<file path="config.mk">
export PLATFORM = sky130hd
export DESIGN_NAME = offchip_mem_arbiter
export DESIGN_NICKNAME = d
export VERILOG_FILES = /design/src/rtl/offchip_mem_arbiter_pkg.sv /design/src/rtl/offchip_rr_pick.sv /design/src/rtl/offchip_mem_arbiter.sv
export SDC_FILE = /design/constraint.sdc
export NUM_CORES = 1
export LEC_CHECK = 0
export CORE_AREA = 2 2 293 295
export DETAILED_ROUTE_END_ITERATION = 16
export DIE_AREA = 0 0 295 297
export GPL_TIMING_DRIVEN = 0
export SLEW_MARGIN = 5
export SYNTH_ARGS = -nofsm -noshare
export SYNTH_HDL_FRONTEND = slang
export SYNTH_SLANG_ARGS = --single-unit
</file>
<file path="constraint.sdc">
create_clock -name clk -period 2.8 [get_ports clk]
set_input_delay 0.42 -clock clk [delete_from_list [all_inputs] [get_ports clk]]
set_output_delay 0.42 -clock clk [all_outputs]
set_load 0.03 [all_outputs]
</file>
<file path="src/rtl/offchip_mem_arbiter_pkg.sv">
`default_nettype none
// ============================================================================
//  Module      : offchip_mem_arbiter_pkg
//  Description : Shared constants for the off-chip line-memory arbiter: line
//                size, FSM state encodings and default watchdog limit.
//  Revision    : 1.0  initial release
// ============================================================================
package offchip_mem_arbiter_pkg;

   localparam int CACHE_LINE_SIZE         = 16;
   localparam int OFFCHIP_ARB_TIMEOUT_DEF = 1024;

   localparam int STATE_W = 2;
   localparam logic [STATE_W-1:0] OFFCHIP_ARB_IDLE    = 2'd0;
   localparam logic [STATE_W-1:0] OFFCHIP_ARB_BUSY    = 2'd1;
   localparam logic [STATE_W-1:0] OFFCHIP_ARB_RELEASE = 2'd2;

endpackage
`default_nettype wire

</file>
<file path="src/rtl/offchip_rr_pick.sv">
`default_nettype none
// ============================================================================
//  Module      : offchip_rr_pick
//  Description : Two-way round-robin picker; one-hot grant, the side that was
//                not served last wins a tie.
//  Revision    : 1.0  initial release
// ============================================================================
module offchip_rr_pick (
   input  logic [1:0] req,
   input  logic       last,
   output logic [1:0] gnt
);

   always_comb begin
      gnt = req;
      if (req == 2'b11) begin
         gnt = last ? 2'b01 : 2'b10;
      end
   end

endmodule
`default_nettype wire

</file>
<file path="src/rtl/offchip_mem_arbiter.sv">
`default_nettype none
// ============================================================================
//  Module      : offchip_mem_arbiter
//  Description : Shares one off-chip cache-line port between the ifetch refill
//                (m0) and dcache refill/write-back (m1) paths.
//                Optional watchdog: define OFFCHIP_ARB_TIMEOUT_EN.
//  Revision    : 1.0  initial release
// ============================================================================
module offchip_mem_arbiter
   import offchip_mem_arbiter_pkg::*;
#(
   parameter int LINE_W         = CACHE_LINE_SIZE * 8,
   parameter int ADDR_W         = 32,
   parameter int TIMEOUT_CYCLES = OFFCHIP_ARB_TIMEOUT_DEF
) (
   input  logic              clk,
   input  logic              rst,
   input  logic              m0_req,
   input  logic [ADDR_W-1:0] m0_addr,
   output logic [LINE_W-1:0] m0_rdata,
   output logic              m0_done,
   input  logic              m1_req,
   input  logic              m1_we,
   input  logic [ADDR_W-1:0] m1_addr,
   input  logic [LINE_W-1:0] m1_wdata,
   output logic [LINE_W-1:0] m1_rdata,
   output logic              m1_done,
   output logic              offchip_err,
   input  logic [LINE_W-1:0] offchip_mem_data,
   input  logic              offchip_mem_ready,
   output logic [LINE_W-1:0] offchip_mem_wdata,
   output logic              offchip_mem_write_en,
   output logic              offchip_mem_read_en,
   output logic [ADDR_W-1:0] offchip_mem_addr
);

   logic [STATE_W-1:0] r_state;
   logic [STATE_W-1:0] w_state_nxt;
   logic               r_last;      // 1: m1 was served most recently
   logic               r_owner;     // 1: m1 owns the current transaction
   logic [1:0]         w_gnt;
   logic               w_grant;
   logic               w_finish;
   logic               w_capture;
   logic               w_timeout;

   logic [LINE_W-1:0]  r_m0_rdata;
   logic [LINE_W-1:0]  r_m1_rdata;
   logic               r_m0_done;
   logic               r_m1_done;
   logic               r_err;
   logic [LINE_W-1:0]  r_wdata;
   logic [ADDR_W-1:0]  r_addr;
   logic               r_read_en;
   logic               r_write_en;

   offchip_rr_pick u_pick (
      .req  ({m1_req, m0_req}),
      .last (r_last),
      .gnt  (w_gnt)
   );

`ifdef OFFCHIP_ARB_TIMEOUT_EN
   localparam int c_cnt_w = $clog2(TIMEOUT_CYCLES + 1);
   logic [c_cnt_w-1:0] r_tmo_cnt;

   // Counter sits at zero outside BUSY, so it restarts on every BUSY entry.
   always_ff @(posedge clk) begin
      if (!rst || (r_state != OFFCHIP_ARB_BUSY)) begin
         r_tmo_cnt <= '0;
      end else begin
         r_tmo_cnt <= r_tmo_cnt + 1'b1;
      end
   end

   assign w_timeout = (r_state == OFFCHIP_ARB_BUSY) && !offchip_mem_ready &&
                      (r_tmo_cnt == c_cnt_w'(TIMEOUT_CYCLES - 1));
`else
   assign w_timeout = 1'b0 && (TIMEOUT_CYCLES > 0);
`endif

   // State register
   always_ff @(posedge clk) begin
      if (!rst) begin
         r_state <= OFFCHIP_ARB_IDLE;
      end else begin
         r_state <= w_state_nxt;
      end
   end

   // Next-state logic
   always_comb begin
      w_state_nxt = r_state;
      case (r_state)
         OFFCHIP_ARB_IDLE:    if (w_grant) w_state_nxt = OFFCHIP_ARB_BUSY;
         OFFCHIP_ARB_BUSY:    if (offchip_mem_ready || w_timeout) w_state_nxt = OFFCHIP_ARB_RELEASE;
         OFFCHIP_ARB_RELEASE: if (!offchip_mem_ready) w_state_nxt = OFFCHIP_ARB_IDLE;
         default:             w_state_nxt = OFFCHIP_ARB_IDLE;
      endcase
   end

   // Output decode; a lingering ready from the previous transfer blocks new grants
   always_comb begin
      w_grant   = (r_state == OFFCHIP_ARB_IDLE) && !offchip_mem_ready && (m0_req || m1_req);
      w_finish  = (r_state == OFFCHIP_ARB_BUSY) && (offchip_mem_ready || w_timeout);
      w_capture = w_finish && offchip_mem_ready && r_read_en;
   end

   always_ff @(posedge clk) begin
      if (!rst) begin
         r_last     <= 1'b1;
         r_owner    <= 1'b0;
         r_m0_rdata <= '0;
         r_m1_rdata <= '0;
         r_m0_done  <= 1'b0;
         r_m1_done  <= 1'b0;
         r_err      <= 1'b0;
         r_wdata    <= '0;
         r_addr     <= '0;
         r_read_en  <= 1'b0;
         r_write_en <= 1'b0;
      end else begin
         r_m0_done <= 1'b0;
         r_m1_done <= 1'b0;
         r_err     <= 1'b0;
         if (w_grant) begin
            r_owner    <= w_gnt[1];
            r_addr     <= w_gnt[1] ? m1_addr  : m0_addr;
            r_wdata    <= w_gnt[1] ? m1_wdata : '0;
            r_read_en  <= w_gnt[0] || !m1_we;
            r_write_en <= w_gnt[1] && m1_we;
         end else if (w_finish) begin
            r_read_en  <= 1'b0;
            r_write_en <= 1'b0;
            r_last     <= r_owner;
            r_m0_done  <= !r_owner;
            r_m1_done  <= r_owner;
            r_err      <= w_timeout;
            if (w_capture) begin
               if (r_owner) r_m1_rdata <= offchip_mem_data;
               else         r_m0_rdata <= offchip_mem_data;
            end
         end
      end
   end

   assign m0_rdata             = r_m0_rdata;
   assign m1_rdata             = r_m1_rdata;
   assign m0_done              = r_m0_done;
   assign m1_done              = r_m1_done;
   assign offchip_err          = r_err;
   assign offchip_mem_wdata    = r_wdata;
   assign offchip_mem_addr     = r_addr;
   assign offchip_mem_read_en  = r_read_en;
   assign offchip_mem_write_en = r_write_en;

endmodule
`default_nettype wire

</file>
==> impl_results.md <==
* Status: completed
* Endpoint required time on the critical path at 3.30 ns
* Critical path class: input port to register
* Period Utilization, post-route at 86.3%
* I/O pin count at 747
* Number of rows created at floorplan at 107
* Final hold violation count at 0
* Netlist cell types at 38
* Relative contribution of combinational cells to total power at 11.6%
* Number of maximum-capacitance constraint violations at 0
* Post-synthesis instance total at 1606
* Setup repair after global routing missed its margin: no
* Number of iterations in the first detailed-routing pass at 5
* Max Transition Viols Final at 0
* Worst path arrival time at 2.91 ns
* Sequential cell area fraction in the yosys report at 55.7%
* Detailed placement HPWL at 55900 µm
* Placed Cells at 3494
* Total net switching power at 3.67 mW
* Clk network pwr share at 45.5%
* Gr usage total at 15.7%
* Critical path fanouts, max at 10
* Routed vias at 15300
* Synth-to-Final Area Change at 69.1%
* Per-instance average area after synthesis at 9.48 µm²
* Post-route total power at 14.5 mW
* Dominant synthesized flop cell: sky130_fd_sc_hd__dfxtp_1
* Count of antenna-violating nets left after detailed routing at 0
* Vertical die dimension at 297 µm
* Area of the die at 87600 µm²
* Average wire per cell in the routed design at 20.1 µm
* Shortest period the worst path allows at 2.42 ns
* Cell Area, Synth at 15200 µm²
* Die outline width at 295 µm
* Global route total overflow at 0
* FFs w/ async S/R, synth at 0%
* Number of global-route vias before repair at 14900
* Proportion of power drawn by flip-flops and latches at 43.0%
* EDFF count, synth at 0
* Drt first-iter violations at 686
* Quantity of I/O buffers inserted on ports at 744
* Maximum count of clock buffers along a single path at 3
* Max Clock Skew at 0.0206 ns
* Achievable frequency at 414 MHz
* Number of antenna violations at the first check in global routing at 7
* Flip-flop and latch count after synthesis at 424
* Worst reg2reg startpoint: r_state[1]
* Clock latency on the worst-skew pair at 0.59 ns
* Hold Crit Class: input port to register
* Maximum number of pins on one net before global-route repair at 14
* Worst VDD drop at 0.404 mV
* First-pass GRT wire length at 103000 µm
* Core ar. at 84500 µm²
* Slew Limit Headroom at 22.1%
* Crit path capture type: register
* Post-cts repair resize count at 0
* Clock root buffer: sky130_fd_sc_hd__clkbuf_16
* RePlAce Congestion at 0.867
* Post-Syn Nets at 1932
* Number of nets in the finished design at 2729
* DR vias/cell at 4.25
* Setup bufs post-CTS at 0
* CTS Buf Count at 51
* Cell leakage power at 8.76 nW
* Overall routed net length at 72200 µm
* Slew of the pin with the lowest slew margin at 1.17 ns
* Clock-pin slew on the worst setup and hold paths at 0.06 ns
* Setup-violating endpoint count in the final report at 0
* Share of final-layout standard cells stronger than drive strength 1 at 9.14%
* Startpoint type of the worst setup path: input port
* Switching part of the total at 25.3%
* H-Tree Level Count at 2
* Non-filler instance count after layout at 3589
* Hold Buf Count CTS at 0
* Total internal power at 10.8 mW
* Number of DRC violations after detailed routing at 0
* Clock tree from TritonCTS: built
* Total negative slack for setup checks at 0 ns
* Initial Util at 18.0%
* Yosys warning total at 0
* Critical hold path startpoint: offchip_mem_data[97]
* Sinks on the clock net at 424
* Start point of the critical path: rst
* Pwr dens at 563 nW/µm²
-- logic make-up after synthesis --
family	synth area share [%]
buf+inv	5.60
compound gates	19.4
other cells	0.0246
simple gates	19.1
flops	55.7
mux	0.0657
xor+xnor	0.0575
-- worst max-delay path, stage by stage --
cell	delay, ns
sky130_fd_sc_hd__buf_2	0.39
sky130_fd_sc_hd__clkbuf_1	0.90
sky130_fd_sc_hd__clkbuf_1	0.89
sky130_fd_sc_hd__nand3_1	0.15
sky130_fd_sc_hd__o21ai_0	0.11
-- stage by stage --
| stage | utilization (%) | setup slack (ns) | area, µm² | hold slack, ns |
|---|---|---|---|---|
| 6_report | 30.5 | 0.383 | 25800 | 0.409 |
| 3_3_place_gp | 28.5 | -0.367 | 24100 | 0.445 |
| 4_1_cts | 30.5 | 0.263 | 25700 | 0.352 |
| 2_1_floorplan | - | 1.23 | 15200 | 0.455 |
| 5_1_grt | 30.5 | 0.145 | 25700 | 0.375 |
| 3_5_place_dp | 28.5 | -0.377 | 24100 | 0.446 |
-- final timing paths --
check | cells after the start | slack (ns) | to
worst max-delay path | 5 | 0.38 | m0_rdata[92]
worst max register to register | 6 | 0.57 | offchip_mem_wdata[117]
worst min-delay path | 3 | 0.41 | m1_rdata[97]
worst min register to register | 2 | 0.45 | m0_rdata[51]
-- cell type report --
type / count / area, µm²
Clock inverter: 14 / 171
Inverter: 1 / 3.75
Fill cell: 8947 / 58700
Timing Repair Buffer: 744 / 7450
Tap cell: 1144 / 1430
Buffer: 160 / 850
Multi-Input combinational cell: 1021 / 5890
Clock buffer: 77 / 1460
Antenna cell: 4 / 10.0
Sequential cell: 424 / 8490
-- registers in the layout, summed over array words and instances, names as in the netlist, 2 cells and up --
register	count
m1_rdata	128
offchip_mem_wdata	128
r_state	2
m0_rdata	128
offchip_mem_addr	32
-- Yosys cell counts, types with 2 or more instances --
cell type | instances | area (µm²)
sky130_fd_sc_hd__buf_8 | 2 | 30.0
sky130_fd_sc_hd__buf_2 | 17 | 85.1
sky130_fd_sc_hd__buf_4 | 29 | 218
sky130_fd_sc_hd__buf_12 | 4 | 80.1
sky130_fd_sc_hd__buf_6 | 3 | 33.8
sky130_fd_sc_hd__o22ai_1 | 32 | 200
sky130_fd_sc_hd__clkbuf_2 | 6 | 30.0
sky130_fd_sc_hd__nand3_2 | 41 | 410
sky130_fd_sc_hd__and3_1 | 2 | 12.5
sky130_fd_sc_hd__a21oi_1 | 34 | 170
sky130_fd_sc_hd__dfxtp_1 | 424 | 8490
sky130_fd_sc_hd__clkbuf_1 | 98 | 368
sky130_fd_sc_hd__o21ai_0 | 243 | 1220
sky130_fd_sc_hd__nor2_1 | 2 | 7.51
sky130_fd_sc_hd__o21ai_2 | 40 | 350
sky130_fd_sc_hd__o21ai_1 | 7 | 35.0
sky130_fd_sc_hd__a22oi_1 | 128 | 961
sky130_fd_sc_hd__nor2b_1 | 129 | 807
sky130_fd_sc_hd__nand3_1 | 217 | 1090
sky130_fd_sc_hd__nand2_1 | 130 | 488
-- power by group through the flow --
stage               Combinational (mW)  Clock (mW)  Sequential [mW]
finish                            1.68        6.59             6.23
global placement                  1.68           0             6.35
floorplan                        0.476           0             6.57
detailed placement                1.68           0             6.36
global route                      1.78        7.00             6.24
CTS                               1.69        6.77             6.23
-- cell usage in the layout (no fill, tap or decap), types with 32 or more instances in the layout --
| master | synthesis | layout |
|---|---|---|
| sky130_fd_sc_hd__o22ai_1 | 32 | 32 |
| sky130_fd_sc_hd__clkbuf_16 | 0 | 51 |
| sky130_fd_sc_hd__nor2b_1 | 129 | 129 |
| sky130_fd_sc_hd__a21oi_1 | 34 | 34 |
| sky130_fd_sc_hd__a22oi_1 | 128 | 128 |
| sky130_fd_sc_hd__o21ai_2 | 40 | 40 |
| sky130_fd_sc_hd__clkbuf_1 | 98 | 114 |
| sky130_fd_sc_hd__nand2_1 | 130 | 130 |
| sky130_fd_sc_hd__clkdlybuf4s50_1 | 0 | 744 |
| sky130_fd_sc_hd__dfxtp_1 | 424 | 424 |
| sky130_fd_sc_hd__nand3_2 | 41 | 41 |
| sky130_fd_sc_hd__o21ai_0 | 243 | 243 |
| sky130_fd_sc_hd__nand3_1 | 217 | 217 |
-- per-layer routing --
metal,part of all wire (%),up-vias,track usage [%],routed length [µm]
li1,-,7300,-,-
met1,42,7334,19.6,30500
met2,47,523,26.1,34300
met3,7.4,110,4.11,5320
met4,2.8,0,4.82,2050
met5,0,-,0,0
Power figures use the tool's default switching activity.
